File: src/rtl/cpu_pkg.sv
// Shared definitions for the 16-bit pipeline: branch condition codes, flag bit positions, widths.
// No logic; latency and backpressure not applicable.
// Imported by the execute/commit RTL.
package cpu_pkg;

    localparam int CPU_DATA_W = 16;

    localparam logic [2:0] COND_NE  = 3'b000;
    localparam logic [2:0] COND_EQ  = 3'b001;
    localparam logic [2:0] COND_GT  = 3'b010;
    localparam logic [2:0] COND_LT  = 3'b011;
    localparam logic [2:0] COND_GE  = 3'b100;
    localparam logic [2:0] COND_LE  = 3'b101;
    localparam logic [2:0] COND_OV  = 3'b110;
    localparam logic [2:0] COND_UNC = 3'b111;

    localparam int FLAG_V = 2;
    localparam int FLAG_Z = 1;
    localparam int FLAG_N = 0;

    typedef enum logic {
        SQ_IDLE   = 1'b0,
        SQ_SQUASH = 1'b1
    } sq_state_e;

endpackage

File: src/rtl/ex_commit_if.sv
// Execute -> EX/MEM boundary bundle: instruction fields in, registered MEM-stage view out.
// No logic; stall/flush travel with the bundle as the pipeline control pair.
// master = execute stage side, slave = ex_commit.
interface ex_commit_if #(
    parameter int DATA_W = 16,
    parameter int RDST_W = 4
);
    logic              stall;
    logic              flush;
    logic              in_valid;
    logic [DATA_W-1:0] dst;
    logic              V;
    logic              Z;
    logic              N;
    logic              set_flags;
    logic              is_branch;
    logic [2:0]        cond;
    logic [DATA_W-1:0] addResult;
    logic [RDST_W-1:0] wb_reg;
    logic              wb_en;

    logic              mem_valid;
    logic [DATA_W-1:0] mem_dst;
    logic [RDST_W-1:0] mem_wb_reg;
    logic              mem_wb_en;
    logic [2:0]        flags_q;
    logic              branch_taken;
    logic [DATA_W-1:0] branch_target;

    modport master (
        output stall, flush, in_valid, dst, V, Z, N, set_flags, is_branch, cond, addResult,
               wb_reg, wb_en,
        input  mem_valid, mem_dst, mem_wb_reg, mem_wb_en, flags_q, branch_taken, branch_target
    );

    modport slave (
        input  stall, flush, in_valid, dst, V, Z, N, set_flags, is_branch, cond, addResult,
               wb_reg, wb_en,
        output mem_valid, mem_dst, mem_wb_reg, mem_wb_en, flags_q, branch_taken, branch_target
    );
endinterface

File: src/rtl/ex_commit_branch_cond.sv
// Branch condition resolver: condition code against architectural {V,Z,N}.
// Latency 0 (purely combinational).
// No backpressure; evaluated every cycle.
module branch_cond
    import cpu_pkg::*;
(
    input  logic [2:0] cond,
    input  logic [2:0] flags,
    output logic       taken
);
    logic v;
    logic z;
    logic n;

    assign v = flags[FLAG_V];
    assign z = flags[FLAG_Z];
    assign n = flags[FLAG_N];

    always_comb begin
        taken = 1'b0;
        case (cond)
            COND_NE:  taken = !z;
            COND_EQ:  taken = z;
            COND_GT:  taken = !z && !n;
            COND_LT:  taken = n;
            COND_GE:  taken = z || !n;
            COND_LE:  taken = z || n;
            COND_OV:  taken = v;
            COND_UNC: taken = 1'b1;
            default:  taken = 1'b0;
        endcase
    end
endmodule

File: src/rtl/ex_commit.sv
// EX/MEM commit register: owns flags, resolves branches, squashes the wrong-path shadow.
// Latency 1 cycle; stall holds every register, flush clears in-flight state but keeps flags.
// Optional BRANCH_STATS_EN adds saturating branch counters br_seen / br_taken_cnt.
module ex_commit
    import cpu_pkg::*;
#(
    parameter int DATA_W = CPU_DATA_W,
    parameter int RDST_W = 4,
    parameter int SHADOW = 2
) (
    input  logic        clk,
    input  logic        rst,
    ex_commit_if.slave  bus
`ifdef BRANCH_STATS_EN
    ,
    output logic [15:0] br_seen,
    output logic [15:0] br_taken_cnt
`endif
);
    logic              mem_valid_q,     mem_valid_d;
    logic [DATA_W-1:0] mem_dst_q,       mem_dst_d;
    logic [RDST_W-1:0] mem_wb_reg_q,    mem_wb_reg_d;
    logic              mem_wb_en_q,     mem_wb_en_d;
    logic [2:0]        flags_q,         flags_d;
    logic              branch_taken_q,  branch_taken_d;
    logic [DATA_W-1:0] branch_target_q, branch_target_d;
    logic [1:0]        sq_cnt_q,        sq_cnt_d;
    sq_state_e         state_q,         state_d;

    logic accept;
    logic cond_taken;

    branch_cond u_branch_cond (
        .cond  (bus.cond),
        .flags (flags_q),
        .taken (cond_taken)
    );

    assign accept = bus.in_valid && !bus.stall && !bus.flush && (state_q == SQ_IDLE);

    always_comb begin
        mem_valid_d     = mem_valid_q;
        mem_dst_d       = mem_dst_q;
        mem_wb_reg_d    = mem_wb_reg_q;
        mem_wb_en_d     = mem_wb_en_q;
        flags_d         = flags_q;
        branch_taken_d  = branch_taken_q;
        branch_target_d = branch_target_q;
        sq_cnt_d        = sq_cnt_q;

        if (bus.flush) begin
            mem_valid_d    = 1'b0;
            mem_wb_en_d    = 1'b0;
            branch_taken_d = 1'b0;
            sq_cnt_d       = 2'd0;
        end else if (!bus.stall) begin
            mem_valid_d    = accept;
            mem_wb_en_d    = accept && bus.wb_en && !bus.is_branch;
            branch_taken_d = 1'b0;
            if (accept) begin
                mem_dst_d    = bus.dst;
                mem_wb_reg_d = bus.wb_reg;
                if (!bus.is_branch && bus.set_flags) begin
                    flags_d = {bus.V, bus.Z, bus.N};
                end
                if (bus.is_branch && cond_taken) begin
                    branch_taken_d  = 1'b1;
                    branch_target_d = bus.addResult;
                    sq_cnt_d        = 2'(SHADOW);
                end
            end else if (state_q == SQ_SQUASH && bus.in_valid) begin
                // only real wrong-path instructions consume the shadow
                sq_cnt_d = sq_cnt_q - 2'd1;
            end
        end

        state_d = (sq_cnt_d != 2'd0) ? SQ_SQUASH : SQ_IDLE;
    end

    always_ff @(posedge clk) begin
        if (rst) begin
            mem_valid_q     <= 1'b0;
            mem_dst_q       <= '0;
            mem_wb_reg_q    <= '0;
            mem_wb_en_q     <= 1'b0;
            flags_q         <= 3'b000;
            branch_taken_q  <= 1'b0;
            branch_target_q <= '0;
            sq_cnt_q        <= 2'd0;
            state_q         <= SQ_IDLE;
        end else begin
            mem_valid_q     <= mem_valid_d;
            mem_dst_q       <= mem_dst_d;
            mem_wb_reg_q    <= mem_wb_reg_d;
            mem_wb_en_q     <= mem_wb_en_d;
            flags_q         <= flags_d;
            branch_taken_q  <= branch_taken_d;
            branch_target_q <= branch_target_d;
            sq_cnt_q        <= sq_cnt_d;
            state_q         <= state_d;
        end
    end

    assign bus.mem_valid     = mem_valid_q;
    assign bus.mem_dst       = mem_dst_q;
    assign bus.mem_wb_reg    = mem_wb_reg_q;
    assign bus.mem_wb_en     = mem_wb_en_q;
    assign bus.flags_q       = flags_q;
    assign bus.branch_taken  = branch_taken_q;
    assign bus.branch_target = branch_target_q;

`ifdef BRANCH_STATS_EN
    logic [15:0] br_seen_q,  br_seen_d;
    logic [15:0] br_taken_q, br_taken_d;

    always_comb begin
        br_seen_d  = br_seen_q;
        br_taken_d = br_taken_q;
        if (accept && bus.is_branch && br_seen_q != 16'hFFFF) begin
            br_seen_d = br_seen_q + 16'd1;
        end
        if (accept && bus.is_branch && cond_taken && br_taken_q != 16'hFFFF) begin
            br_taken_d = br_taken_q + 16'd1;
        end
    end

    always_ff @(posedge clk) begin
        if (rst) begin
            br_seen_q  <= 16'd0;
            br_taken_q <= 16'd0;
        end else begin
            br_seen_q  <= br_seen_d;
            br_taken_q <= br_taken_d;
        end
    end

    assign br_seen      = br_seen_q;
    assign br_taken_cnt = br_taken_q;
`endif

endmodule
File: src/flat_wrapper.sv
// flat-port wrapper written by rule: the top's interface ports become plain ports
module ex_commit_flat import cpu_pkg::*;
#(
    parameter int DATA_W = CPU_DATA_W,
    parameter int RDST_W = 4,
    parameter int SHADOW = 2
)
  (clk, rst, bus_stall, bus_flush, bus_in_valid, bus_dst, bus_V, bus_Z, bus_N, bus_set_flags, bus_is_branch, bus_cond, bus_addResult, bus_wb_reg, bus_wb_en, bus_mem_valid, bus_mem_dst, bus_mem_wb_reg, bus_mem_wb_en, bus_flags_q, bus_branch_taken, bus_branch_target);
  ex_commit_if #(.DATA_W(DATA_W), .RDST_W(RDST_W)) bus_i ();
  input  logic clk;
  input  logic rst;
  input wire logic [$bits(bus_i.stall)-1:0] bus_stall;
  input wire logic [$bits(bus_i.flush)-1:0] bus_flush;
  input wire logic [$bits(bus_i.in_valid)-1:0] bus_in_valid;
  input wire logic [$bits(bus_i.dst)-1:0] bus_dst;
  input wire logic [$bits(bus_i.V)-1:0] bus_V;
  input wire logic [$bits(bus_i.Z)-1:0] bus_Z;
  input wire logic [$bits(bus_i.N)-1:0] bus_N;
  input wire logic [$bits(bus_i.set_flags)-1:0] bus_set_flags;
  input wire logic [$bits(bus_i.is_branch)-1:0] bus_is_branch;
  input wire logic [$bits(bus_i.cond)-1:0] bus_cond;
  input wire logic [$bits(bus_i.addResult)-1:0] bus_addResult;
  input wire logic [$bits(bus_i.wb_reg)-1:0] bus_wb_reg;
  input wire logic [$bits(bus_i.wb_en)-1:0] bus_wb_en;
  output wire logic [$bits(bus_i.mem_valid)-1:0] bus_mem_valid;
  output wire logic [$bits(bus_i.mem_dst)-1:0] bus_mem_dst;
  output wire logic [$bits(bus_i.mem_wb_reg)-1:0] bus_mem_wb_reg;
  output wire logic [$bits(bus_i.mem_wb_en)-1:0] bus_mem_wb_en;
  output wire logic [$bits(bus_i.flags_q)-1:0] bus_flags_q;
  output wire logic [$bits(bus_i.branch_taken)-1:0] bus_branch_taken;
  output wire logic [$bits(bus_i.branch_target)-1:0] bus_branch_target;
  assign bus_i.stall = bus_stall;
  assign bus_i.flush = bus_flush;
  assign bus_i.in_valid = bus_in_valid;
  assign bus_i.dst = bus_dst;
  assign bus_i.V = bus_V;
  assign bus_i.Z = bus_Z;
  assign bus_i.N = bus_N;
  assign bus_i.set_flags = bus_set_flags;
  assign bus_i.is_branch = bus_is_branch;
  assign bus_i.cond = bus_cond;
  assign bus_i.addResult = bus_addResult;
  assign bus_i.wb_reg = bus_wb_reg;
  assign bus_i.wb_en = bus_wb_en;
  assign bus_mem_valid = bus_i.mem_valid;
  assign bus_mem_dst = bus_i.mem_dst;
  assign bus_mem_wb_reg = bus_i.mem_wb_reg;
  assign bus_mem_wb_en = bus_i.mem_wb_en;
  assign bus_flags_q = bus_i.flags_q;
  assign bus_branch_taken = bus_i.branch_taken;
  assign bus_branch_target = bus_i.branch_target;
  ex_commit #(.DATA_W(DATA_W), .RDST_W(RDST_W), .SHADOW(SHADOW)) u_core (.clk(clk), .rst(rst), .bus(bus_i));
endmodule
File: config.mk
export PLATFORM = sky130hd
export DESIGN_NAME = ex_commit_flat
export DESIGN_NICKNAME = d
export VERILOG_FILES = /design/src/rtl/cpu_pkg.sv /design/src/rtl/ex_commit_if.sv /design/src/rtl/ex_commit_branch_cond.sv /design/src/rtl/ex_commit.sv /design/src/flat_wrapper.sv
export SDC_FILE = /design/constraint.sdc
export NUM_CORES = 1
export LEC_CHECK = 0
export CORE_UTILIZATION = 40
export DETAILED_ROUTE_END_ITERATION = 6
export PLACE_DENSITY = 0.86
export SLEW_MARGIN = 20
export SYNTH_ARGS = -nofsm -noshare
export SYNTH_HDL_FRONTEND = slang
export SYNTH_SLANG_ARGS = --single-unit
File: constraint.sdc
create_clock -name clk -period 2.13 [get_ports clk]
set_clock_uncertainty 0.1 [all_clocks]
set_input_delay 0.426 -clock clk [delete_from_list [all_inputs] [get_ports clk]]
set_output_delay 0.426 -clock clk [all_outputs]
set_load 0.02 [all_outputs]
**After elaboration in Yosys (flattened, before gate mapping)**

Index checks and enable logic that the tools add are counted.

- Register bits: 45
- Input port bits: 50
- Output and inout port bits: 42

- Add/subtract/negate cells: 1
- Equality and inequality tests: 7
- Multiplexer cells: 9
- Bitwise gates (word level): 3
- Reduce and logical (&&, ||, !) cells: 22

Operator list:

| kind | count |
|---|---|
| equality test 3 bit, second input constant | 4 |
| two-way mux 2 bit | 5 |
| logical AND 1 bit | 9 |
| case mux 1 bit (8 select lines) | 1 |
| AND reduction 4 bit | 2 |
| equality test 3 x 2 -> 1 bit, second input constant | 2 |
| logical NOT 1 bit | 5 |
| equality test 3 x 1 -> 1 bit, second input constant | 1 |
| logical NOT 3 bit | 1 |
| two-way mux 1 bit | 3 |
| inverter 1 bit | 3 |
| AND reduction 3 bit | 1 |
| logical OR 1 bit | 2 |
| nonzero test 2 bit | 1 |
| OR reduction 2 bit | 1 |
| subtractor 2 x 1 -> 2 bit, second input constant | 1 |

**Longest topological paths before layout**

Gate-level depths: netlist of run 1.

- Word-level depth: 10
- Mapped depth: 7
- Gate-level depth less buffers: 5

**By module**

A second synthesis of run 1 with hierarchy kept.

- Cells, all modules: 215
- Area, all modules: 1,939.4 µm²

Modules (own cells, without submodules):

| module | instances | cells an instance | area each (µm²) |
|---|---|---|---|
| ex_commit | 1 | 204 | 1,863.0 |
| branch_cond | 1 | 11 | 76.3 |

**Worst setup path before layout of run 1**

Ideal clock, no wire load.

- Path type: input-to-reg
- From: input bus_cond[2]
- To: register u_core.branch_taken_q (netlist: u_core.bus.branch_taken)
- Setup time: 0.115 ns
- Arrival: 1.550 ns
- Required time: 1.915 ns
- Slack: 0.365 ns
- Stages: 7
- Cell sequence: maj3_2 > nor3b_2 > nor2_1 > and3_4 > buf_6 > buf_12 > o21a_1

- Cells in the longest elaborated chain, start to end: 5

Ends and longest elaborated chain:

| element | line | text |
|---|---|---|
| start: declaration | flat_wrapper.sv:21 | `input wire logic [$bits(bus_i.cond)-1:0] bus_cond;` |
| equality test 3 bit (tied with other cells) | ex_commit_branch_cond.sv:21 | `case (cond)` |
| case mux 1 bit (8 select lines) * | ex_commit_branch_cond.sv:21 |  |
| logical AND 1 bit * | ex_commit.sv:66 | `if (bus.is_branch && cond_taken) begin` |
| two-way mux 1 bit * | ex_commit.sv:66 |  |
| two-way mux 1 bit * | ex_commit.sv:60 | `if (accept) begin` |
| end signal: assignment | ex_commit.sv:97 | `branch_taken_q <= branch_taken_d;` |
| end: declaration | ex_commit.sv:25 | `logic branch_taken_q, branch_taken_d;` |

Every way passes the cells marked *; elsewhere a longest branch is shown, timed or not.
A chain may end at the register's enable or synchronous reset.

**Worst setup path after layout of run 1**

- From: input bus_cond[2]
- To: register u_core.branch_target_q[8] (netlist: u_core.bus.branch_target[8])

- Cells in the longest elaborated chain, start to end: 4

Ends and longest elaborated chain:

| element | line | text |
|---|---|---|
| equality test 3 bit (tied with other cells) | ex_commit_branch_cond.sv:21 |  |
| case mux 1 bit (8 select lines) * | ex_commit_branch_cond.sv:21 |  |
| logical AND 1 bit * | ex_commit.sv:66 |  |
| AND reduction 4 bit (no source line) * | - |  |
| end signal: assignment | ex_commit.sv:98 | `branch_target_q <= branch_target_d;` |
| end: declaration | ex_commit.sv:26 | `logic [DATA_W-1:0] branch_target_q, branch_target_d;` |

Marked as above.

==> summary.md, run 1 <==
| Metric | Value |
|---|---|
| Mapped Area | 1850 um^2 |
| FMAX | 510 MHz |
| Initial DRC Count | between 40 and 50 |
| Clock transition at path regs | ~0.08 ns |
| Fillers | 357 |
| Die Wd | around 70 um |
| Antenna viol nets, final | 0 |
| Crit path kind | primary input to register |
| Initial antenna violation count | 0 |
| Net Sw Frac | ~22% |
| Root Buffer Master | clkbuf_8 |
| Layout cells sized above 1 | 7.74% |
| CP Data Required Time | 2.25 ns |
| Max VDD drop | between 300 and 400 uV |
| DRT Wirelength | approximately 4600 um |
| H-Tree Depth | 2 |
| Number of enable flip-flop cells after synthesis | 0 |
| Seq pwr share | about half |
| R2R Path Start | u_core.state_q$_SDFF_PP0_ |
| Startpoint Class | primary input |
| Met3 usage | under 10% |
| Critical path destination | u_core.bus.branch_target[8]$_SDFFE_PP0P_ |
| Nets | 359 |
| Core Util, Final | between 60% and 70% |
| Unrepaired setup endpoints after global routing | false |
| Hold Path Class | register to register |
| Comb pwr share | roughly 14% |
| Reg-to-reg endpoint | u_core.bus.flags_q[1]$_SDFFE_PP0P_ |
| Pwr Density | just under 600 nW/um^2 |
| Crit path max fanout | 8 |
| Setup TNS | 0 ns |
| Drt first pass iters | 4 |
| Via Count | about 1800 |
| Syn avg cell area | approximately 9 um^2 |
| Worst R2R Path Depth | 5 |
| Final Hold Vio Count | 0 |
| Die height | 70.0 um |
| Sw power | around 0.39 mW |
| Detailed-route wire length per cell | between 10 and 15 um |
| Final Worst Setup Slack | around 0.17 ns |
| I/O Pins | slightly above 90 |
| Fin. max-slew vios | 0 |
| Max-Cap Viols | 0 |
| Synth Register Bits | 45 |
| Vias in the first global route | 1648 |
| Grt peak-use layer | met2 |
| Hpwl dp | about 3400 um |
| Slew HR | approximately four fifths |
| Placement Cell Area | 2890 um^2 |
| CTS tree | yes |
| Via density | ~4.9 |
| Post-Syn Nets | 260 |
| Grt met1 use | approximately a fifth |
| I/O Buffers | 91 |
| R2r setup slk | a little under 0.5 ns |
| Post-synthesis sequential area ratio | between 40% and 50% |
| Clk_lat worst skew | 0.29 ns |
| Core Rows | 24 |
| Hold Crit Start | u_core.bus.mem_wb_reg[0]$_SDFFE_PP0P_ |
| Num CTS Buffers | 5 |
| Hold_buf cts | 0 |
| Setup repair bufs after CTS | 0 |
| GRT Total Usage | just under 20% |
| Clock sinks | 45 |
| Post_cts resized | 0 |
| Clock Path Buffers | 2 |
| ANT cells | 0 |
| Largest net degree at the start of global routing | 23 |
| Critical Path AT | between 2 and 2.5 ns |
| Status | finished clean |
| Design area | around 3000 um^2 |
| Remaining Overflow, GRT | 0 |
| Setup crit end kind | register |
| Grt met2 use | around a third |
| Mapped Cells | 210 |
| Most frequent cells in the layout | 91 x clkdlybuf4s50_1, 46 x nand2_1, 45 x dfxtp_1 |
| Final setup fails | 0 |
| Post-synthesis cell type count | 28 |
| Final period util | between 90 and 100% |
| CP startpoint | bus_cond[2] |
| Synth Flop Type | dfxtp_1 |
| Leakage power | roughly 1.1 nW |
| Initial core utilization | a little over two fifths |
| Least-Margin Pin Slew | between 0.3 and 0.4 ns |
| Placer Congestion | about 0.77 |
| Internal power | around 1.4 mW |
| Most common cell after layout, fill and taps aside | clkdlybuf4s50_1 |
| DR DRC count | 0 |
| Pre-CTS WS | -0.139 ns |
| Full die area | ~4900 um^2 |
| Asr flop ratio synth | 0% |
| Clock power share | approximately 37% |
| Core area | roughly 4400 um^2 |
| Min Tclk post-route | 1.96 ns |
| Synth-to-layout area growth | 62.2% |
| First-pass GRT wire length | 7430 um |
| Yosys warns | 0 |
[worst min path at each step]
| stage | endpoint | slack [ns] | cells past startpoint |
|---|---|---|---|
| after global placement | u_core.bus.mem_dst[0]$_SDFFE_PP0P_ | 0.34 | 2 |
| after detailed placement | u_core.bus.mem_dst[13]$_SDFFE_PP0P_ | 0.35 | 2 |
| after global routing | u_core.bus.mem_dst[12]$_SDFFE_PP0P_ | 0.38 | 2 |
| final | u_core.bus.mem_wb_reg[0]$_SDFFE_PP0P_ | 0.36 | 2 |
| after CTS | u_core.bus.mem_dst[13]$_SDFFE_PP0P_ | 0.36 | 2 |
| after floorplan | u_core.sq_cnt_q[1]$_SDFF_PP0_ | 0.39 | 2 |
[metrics by stage]
stage	hold WS [ns]	cells	total power, mW
floorplan	0.394	210	0.988
global placement	0.341	354	1.14
detailed placement	0.348	354	1.15
CTS	0.357	362	1.81
global route	0.377	362	1.88
finish	0.356	362	1.79
[cells in the mapped netlist (all sizes together) (3+ instances only)]
cell     n  area share, %
nand2   46            9.3
nor2     5            1.0
o21ai    4            1.1
nor3     3           0.81
nand2b  35             12
mux2i   16            8.6
nand3    3           0.81
nor3b    3            1.5
clkbuf  10            2.0
dfxtp   45             49
a21oi   24            6.5
[critical path, stage by stage]
cell and delay (ns):
clkdlybuf4s50_1 0.53, and2b_1 0.20, o21ai_0 0.15, a31o_1 0.19
and3_4 0.25, buf_12 0.14, mux2i_1 0.20
[per-layer routing]
layer  share of wire (%)  vias to the layer above
met3                 8.0                        8
met1                  40                      811
met5                   0                        -
met4                 1.6                        0
li1                    -                      887
met2                  50                       61
[power by group through the flow]
| stage | combinational, mW | clock (mW) | sequential (mW) |
|---|---|---|---|
| floorplan | 0.0750 | 0 | 0.913 |
| global placement | 0.253 | 0 | 0.890 |
| detailed placement | 0.257 | 0 | 0.891 |
| CTS | 0.259 | 0.680 | 0.872 |
| global route | 0.276 | 0.729 | 0.874 |
| finish | 0.257 | 0.660 | 0.871 |
[final cells by class]
| class | count | area (um^2) | share of cell area (%) |
|---|---|---|---|
| clock buffer | 7 | 86.3 | 2.88 |
| tap | 52 | 65.1 | 2.17 |
| multi-input combinational | 153 | 887 | 29.5 |
| sequential | 45 | 901 | 30.0 |
| clock inverter | 1 | 30.0 | 1.00 |
| timing repair buffer | 104 | 1030 | 34.4 |
[cell families after synthesis]
kind of cell / Yosys count / share of synthesized area [%]
AOI/OAI and AO/OA: 33 / 9.66
buffers and inverters: 12 / 3.72
DFF: 45 / 48.6
and+or+nand+nor: 102 / 28.2
adders and majority gates: 1 / 0.608
xor gates and xnor gates: 1 / 0.473
muxes: 16 / 8.65
No activity file was read; power rests on OpenSTA's default activity.
==> run 2: changes to the inputs <==
--- a/config.mk
+++ b/config.mk
@@ -5,6 +5,7 @@
 export SDC_FILE = /design/constraint.sdc
 export NUM_CORES = 1
 export LEC_CHECK = 0
+export CORE_MARGIN = 4
 export CORE_UTILIZATION = 40
 export DETAILED_ROUTE_END_ITERATION = 6
 export PLACE_DENSITY = 0.86
==> summary.md, run 2 (synthesis gave the netlist of run 1 again) <==
| Metric | Value |
|---|---|
| Status | finished clean |
| Hold_buf cts | 0 |
| Post_cts resized | 0 |
| Clock sinks | 45 |
| Final Non-Filler Cells | between 300 and 400 |
| Area of the multi-input gates | between 800 and 900 um^2 |
| Pwr Density | 554 nW/um^2 |
| R2R Path Start | u_core.bus.flags_q[0]$_SDFFE_PP0P_ |
| Initial antenna violation count | 0 |
| First-pass GRT wire length | between 7000 and 8000 um |
| Drt first pass iters | 5 |
| CP Data Required Time | roughly 2.2 ns |
| Die height | between 70 and 80 um |
| Critical Path AT | just over 2 ns |
| Fin. max-slew vios | 0 |
| Max-Cap Viols | 0 |
| FMAX | just over 500 MHz |
| Clock transition at path regs | roughly 0.080 ns |
| Max VDD drop | approximately 520 uV |
| H-Tree Depth | 2 |
| Num CTS Buffers | 5 |
| Core Util, Final | roughly two thirds |
| Final setup fails | 0 |
| GRT Total Usage | around 16% |
| Final period util | between 90 and 100% |
| I/O Buffers | just over 90 |
| DR DRC count | 0 |
| CP startpoint | bus_cond[1] |
| Vias in the first global route | 1624 |
| Placer Congestion | 0.837 |
| Remaining Overflow, GRT | 0 |
| Hpwl dp | 3680 um |
| Synth-to-layout area growth | 60.5% |
| Full die area | ~5800 um^2 |
| Startpoint Class | primary input |
| Clock Path Buffers | 2 |
| Setup repair bufs after CTS | 0 |
| Die Wd | approximately 76 um |
| Hold Crit Start | u_core.bus.mem_dst[7]$_SDFFE_PP0P_ |
| Setup crit end kind | register |
| Layout cells sized above 1 | between 7 and 8% |
| Most common cell after layout, fill and taps aside | clkdlybuf4s50_1 |
| Root Buffer Master | clkbuf_8 |
| Via Count | between 1500 and 2000 |
| I/O Pins | between 90 and 100 |
| Crit path kind | primary input to register |
| Detailed-route wire length per cell | 13.2 um |
| Nets | roughly 360 |
| Via density | 4.78 |
| Core Rows | 24 |
| Leakage power | ~1.0 nW |
| Least-Margin Pin Slew | between 0.3 and 0.4 ns |
| Sequential cell area | between 900 and 1000 um^2 |
| Fillers | between 300 and 400 |
| Initial DRC Count | 32 |
| Core area | about 4400 um^2 |
| Largest net degree at the start of global routing | 25 |
| Initial core utilization | between 40% and 50% |
| Most frequent cells in the layout | 91 x clkdlybuf4s50_1, 46 x nand2_1, 45 x dfxtp_1 |
| DRT Wirelength | around 4800 um |
| Hold Path Class | register to register |
| CTS tree | yes |
| Clk_lat worst skew | roughly 0.29 ns |
| Inst Count DP | 354 |
| Final Hold Vio Count | 0 |
| Setup TNS | 0 ns |
| Crit path max fanout | 5 |
| ANT cells | 0 |
| Unrepaired setup endpoints after global routing | false |
| Slew HR | 76.2% |
| Antenna viol nets, final | 0 |
| Min Tclk post-route | about 2.0 ns |
[run 2: cell type report]
| cell class | instances | share of cell area, % |
|---|---|---|
| Timing Repair Buffer | 104 | 34.8 |
| Clock buffer | 7 | 2.90 |
| Tap cell | 52 | 2.19 |
| Multi-Input combinational cell | 153 | 29.8 |
| Sequential cell | 45 | 30.3 |
[run 2: through the flow]
step           power (mW)  setup WS, ns  hold slack (ns)  instance area, um^2
2_1_floorplan       0.988         0.365            0.394                 1850
3_3_place_gp         1.15        -0.101            0.340                 2890
3_5_place_dp         1.15        -0.122            0.346                 2890
4_1_cts              1.66         0.185            0.356                 2970
5_1_grt              1.72        0.0935            0.375                 2970
6_report             1.65         0.170            0.351                 2970
[run 2: worst paths after layout]
| path | to | slack, ns | cells after the start |
|---|---|---|---|
| worst max-delay path | u_core.state_q$_SDFF_PP0_ | 0.17 | 7 |
| worst min-delay path | u_core.bus.mem_dst[7]$_SDFFE_PP0P_ | 0.35 | 2 |
| worst max register to register | u_core.state_q$_SDFF_PP0_ | 0.43 | 6 |
| worst min register to register | u_core.bus.mem_dst[7]$_SDFFE_PP0P_ | 0.35 | 2 |
[run 2: metal layers]
layer	GRT usage, %	vias up	share of wire (%)
met1	18.1	769	42
met2	27.6	63	48
li1	-	889	-
met4	3.74	0	0.48
met3	8.39	6	9.8
met5	0	-	0
[run 2: worst max-delay path, stage by stage]
cell	delay, ns
clkdlybuf4s50_1	0.48
maj3_2	0.32
nor3b_2	0.15
nor2_1	0.08
buf_4	0.13
a211oi_1	0.32
o21ai_0	0.13
[run 2: where the power goes]
part / internal, mW / switching [mW]
registers: 0.860 / 0.0105
clock network: 0.257 / 0.262
logic: 0.157 / 0.100
==> run 3: changes to the inputs <==
==> constraint.sdc (replaced) <==
create_clock -name clk -period 2.25 [get_ports clk]
set_clock_uncertainty 0.1 [all_clocks]
set_input_delay 0.45 -clock clk [delete_from_list [all_inputs] [get_ports clk]]
set_output_delay 0.45 -clock clk [all_outputs]
set_load 0.02 [all_outputs]
==> summary.md, run 3 (synthesis gave the netlist of run 1 again) <==
| Metric | Value |
|---|---|
| Core Rows | 24 |
| WL met3 | between 400 and 500 um |
| Setup repair bufs after CTS | 0 |
| Clock Path Buffers | 2 |
| Leakage power | about 1.0 nW |
| Largest net degree at the start of global routing | 26 |
| Slew HR | a little under 80% |
| Final setup fails | 0 |
| Seq pwr share | approximately 50% |
| Status | finished clean |
| Via Count | 1705 |
| DR DRC count | 0 |
| Net Sw Frac | a little over a fifth |
| Comb pwr share | about 14% |
| Crit path max fanout | 18 |
| Hold_buf cts | 0 |
| Critical Path AT | approximately 2.2 ns |
| I/O Buffers | just over 90 |
| Initial antenna violation count | 0 |
| Vias in the first global route | between 1500 and 2000 |
| Final period util | roughly nine tenths |
| I/O Pins | 92 |
| Setup TNS | 0 ns |
| Max VDD drop | 461 uV |
| Remaining Overflow, GRT | 0 |
| WL met2 | roughly 2200 um |
| Die Wd | 76.0 um |
| Crit path kind | primary input to register |
| Pwr Density | about 570 nW/um^2 |
| Clock power share | between 30 and 40% |
| Final Non-Filler Cells | approximately 360 |
| Final Hold Vio Count | 0 |
| ANT cells | 0 |
| Die height | between 70 and 80 um |
| Drt first pass iters | 4 |
| Clk_lat worst skew | a little under 0.3 ns |
| Crit path buf inv count | 1 |
| Most frequent cells in the layout | 91 x clkdlybuf4s50_1, 46 x nand2_1, 45 x dfxtp_1 |
| GRT Total Usage | between 10% and 20% |
| Hpwl dp | between 3000 and 4000 um |
| Clock sinks | 45 |
| Unrepaired setup endpoints after global routing | false |
| H-Tree Depth | 2 |
| Max-Cap Viols | 0 |
| Hold Path Class | register to register |
| Initial core utilization | between 40% and 50% |
| Largest stage delay on the critical path | 0.53 ns |
| CTS tree | yes |
| Nets | roughly 350 |
| Full die area | around 5800 um^2 |
| Top layer in use | met4 |
| Internal power | 1.32 mW |
| Most common cell after layout, fill and taps aside | clkdlybuf4s50_1 |
| Crit path max-delay family | simple AND/OR/NAND/NOR gates |
| Sw power | approximately 0.37 mW |
| Fin. max-slew vios | 0 |
| Num CTS Buffers | 5 |
| First-pass GRT wire length | around 7600 um |
| Least-Margin Pin Slew | between 0.3 and 0.4 ns |
| M1 WL | 1870 um |
| Critical path cell sequence | clkdlybuf4s50_1 > and2b_1 > o21ai_0 > a31o_1 > and3_4 > mux2i_1 |
| Detailed-route wire length per cell | 12.9 um |
| Core area | approximately 4400 um^2 |
| Pre-CTS WS | -0.134 ns |
| Startpoint Class | primary input |
| Slowest-stage cell, CP | clkdlybuf4s50_1 |
| Post_cts resized | 0 |
| Final Worst Setup Slack | 0.192 ns |
| Layout cells sized above 1 | 6.56% |
| Via density | around 4.8 |
| CP Data Required Time | about 2.4 ns |
| Root Buffer Master | clkbuf_8 |
| DRT Wirelength | between 4000 and 5000 um |
| Fillers | between 300 and 400 |
| Synth-to-layout area growth | 59.0% |
| Setup crit end kind | register |
| Inst Count DP | 349 |
| Min Tclk post-route | slightly above 2 ns |
| Placer Congestion | around 0.83 |
| Initial DRC Count | 79 |
| Antenna viol nets, final | 0 |
| FMAX | 486 MHz |
| Clock transition at path regs | about 0.08 ns |
[run 3: cell count changes in the layout (fill, tap and decap cells not counted), sizes merged]
| cell | before | now |
|---|---|---|
| clkbuf | 7 | 6 |
| buf | 13 | 8 |
| clkinvlp | 0 | 1 |
| bufinv | 0 | 1 |
[run 3: final cells by class]
| type | instances | area (um^2) | area share, % |
|---|---|---|---|
| repair buffers | 99 | 971 | 33.0 |
| flip-flops and latches | 45 | 901 | 30.6 |
| multi-input cells | 153 | 887 | 30.1 |
| clock buffers | 6 | 82.6 | 2.80 |
| well taps | 52 | 65.1 | 2.21 |
| clock inverters | 2 | 37.5 | 1.27 |
[run 3: layer usage]
metal,vias up,global-route usage [%]
met1,752,18.8
met2,74,25.5
met3,2,7.68
met4,0,2.14
li1,877,-
met5,-,0
[run 3: metrics by stage]
step | total power [mW] | utilization (%) | instance area, um^2 | hold WS [ns]
after global routing | 1.76 | 66.7 | 2940 | 0.376
after CTS | 1.70 | 66.7 | 2940 | 0.357
after floorplan | 0.935 | - | 1850 | 0.394
final | 1.69 | 66.7 | 2940 | 0.356
after detailed placement | 1.08 | 64.0 | 2820 | 0.345
after global placement | 1.08 | 64.0 | 2820 | 0.340
[run 3: worst paths after layout]
| kind | from | to | slack (ns) | cells past startpoint |
|---|---|---|---|---|
| max | bus_cond[2] | u_core.bus.branch_target[15]$_SDFFE_PP0P_ | 0.19 | 6 |
| min | u_core.bus.mem_wb_reg[0]$_SDFFE_PP0P_ | u_core.bus.mem_wb_reg[0]$_SDFFE_PP0P_ | 0.36 | 2 |
| max reg2reg | u_core.bus.flags_q[1]$_SDFFE_PP0P_ | u_core.bus.branch_target[15]$_SDFFE_PP0P_ | 0.56 | 5 |
| min reg2reg | u_core.bus.mem_wb_reg[0]$_SDFFE_PP0P_ | u_core.bus.mem_wb_reg[0]$_SDFFE_PP0P_ | 0.36 | 2 |
[run 3: worst register-to-register path, delay by kind of cell (launching register included)]
kind / cells / cell delay [ns]
AOI/OAI and AO/OA: 2 / 0.38
DFF: 1 / 0.45
muxes: 1 / 0.22
and+or+nand+nor: 2 / 0.47
[run 3: power by group through the flow]
stage	Combinational (mW)	Sequential (mW)	Clock, mW
floorplan	0.0710	0.864	0
global placement	0.234	0.843	0
detailed placement	0.236	0.844	0
CTS	0.238	0.825	0.641
global route	0.254	0.828	0.679
finish	0.235	0.825	0.625
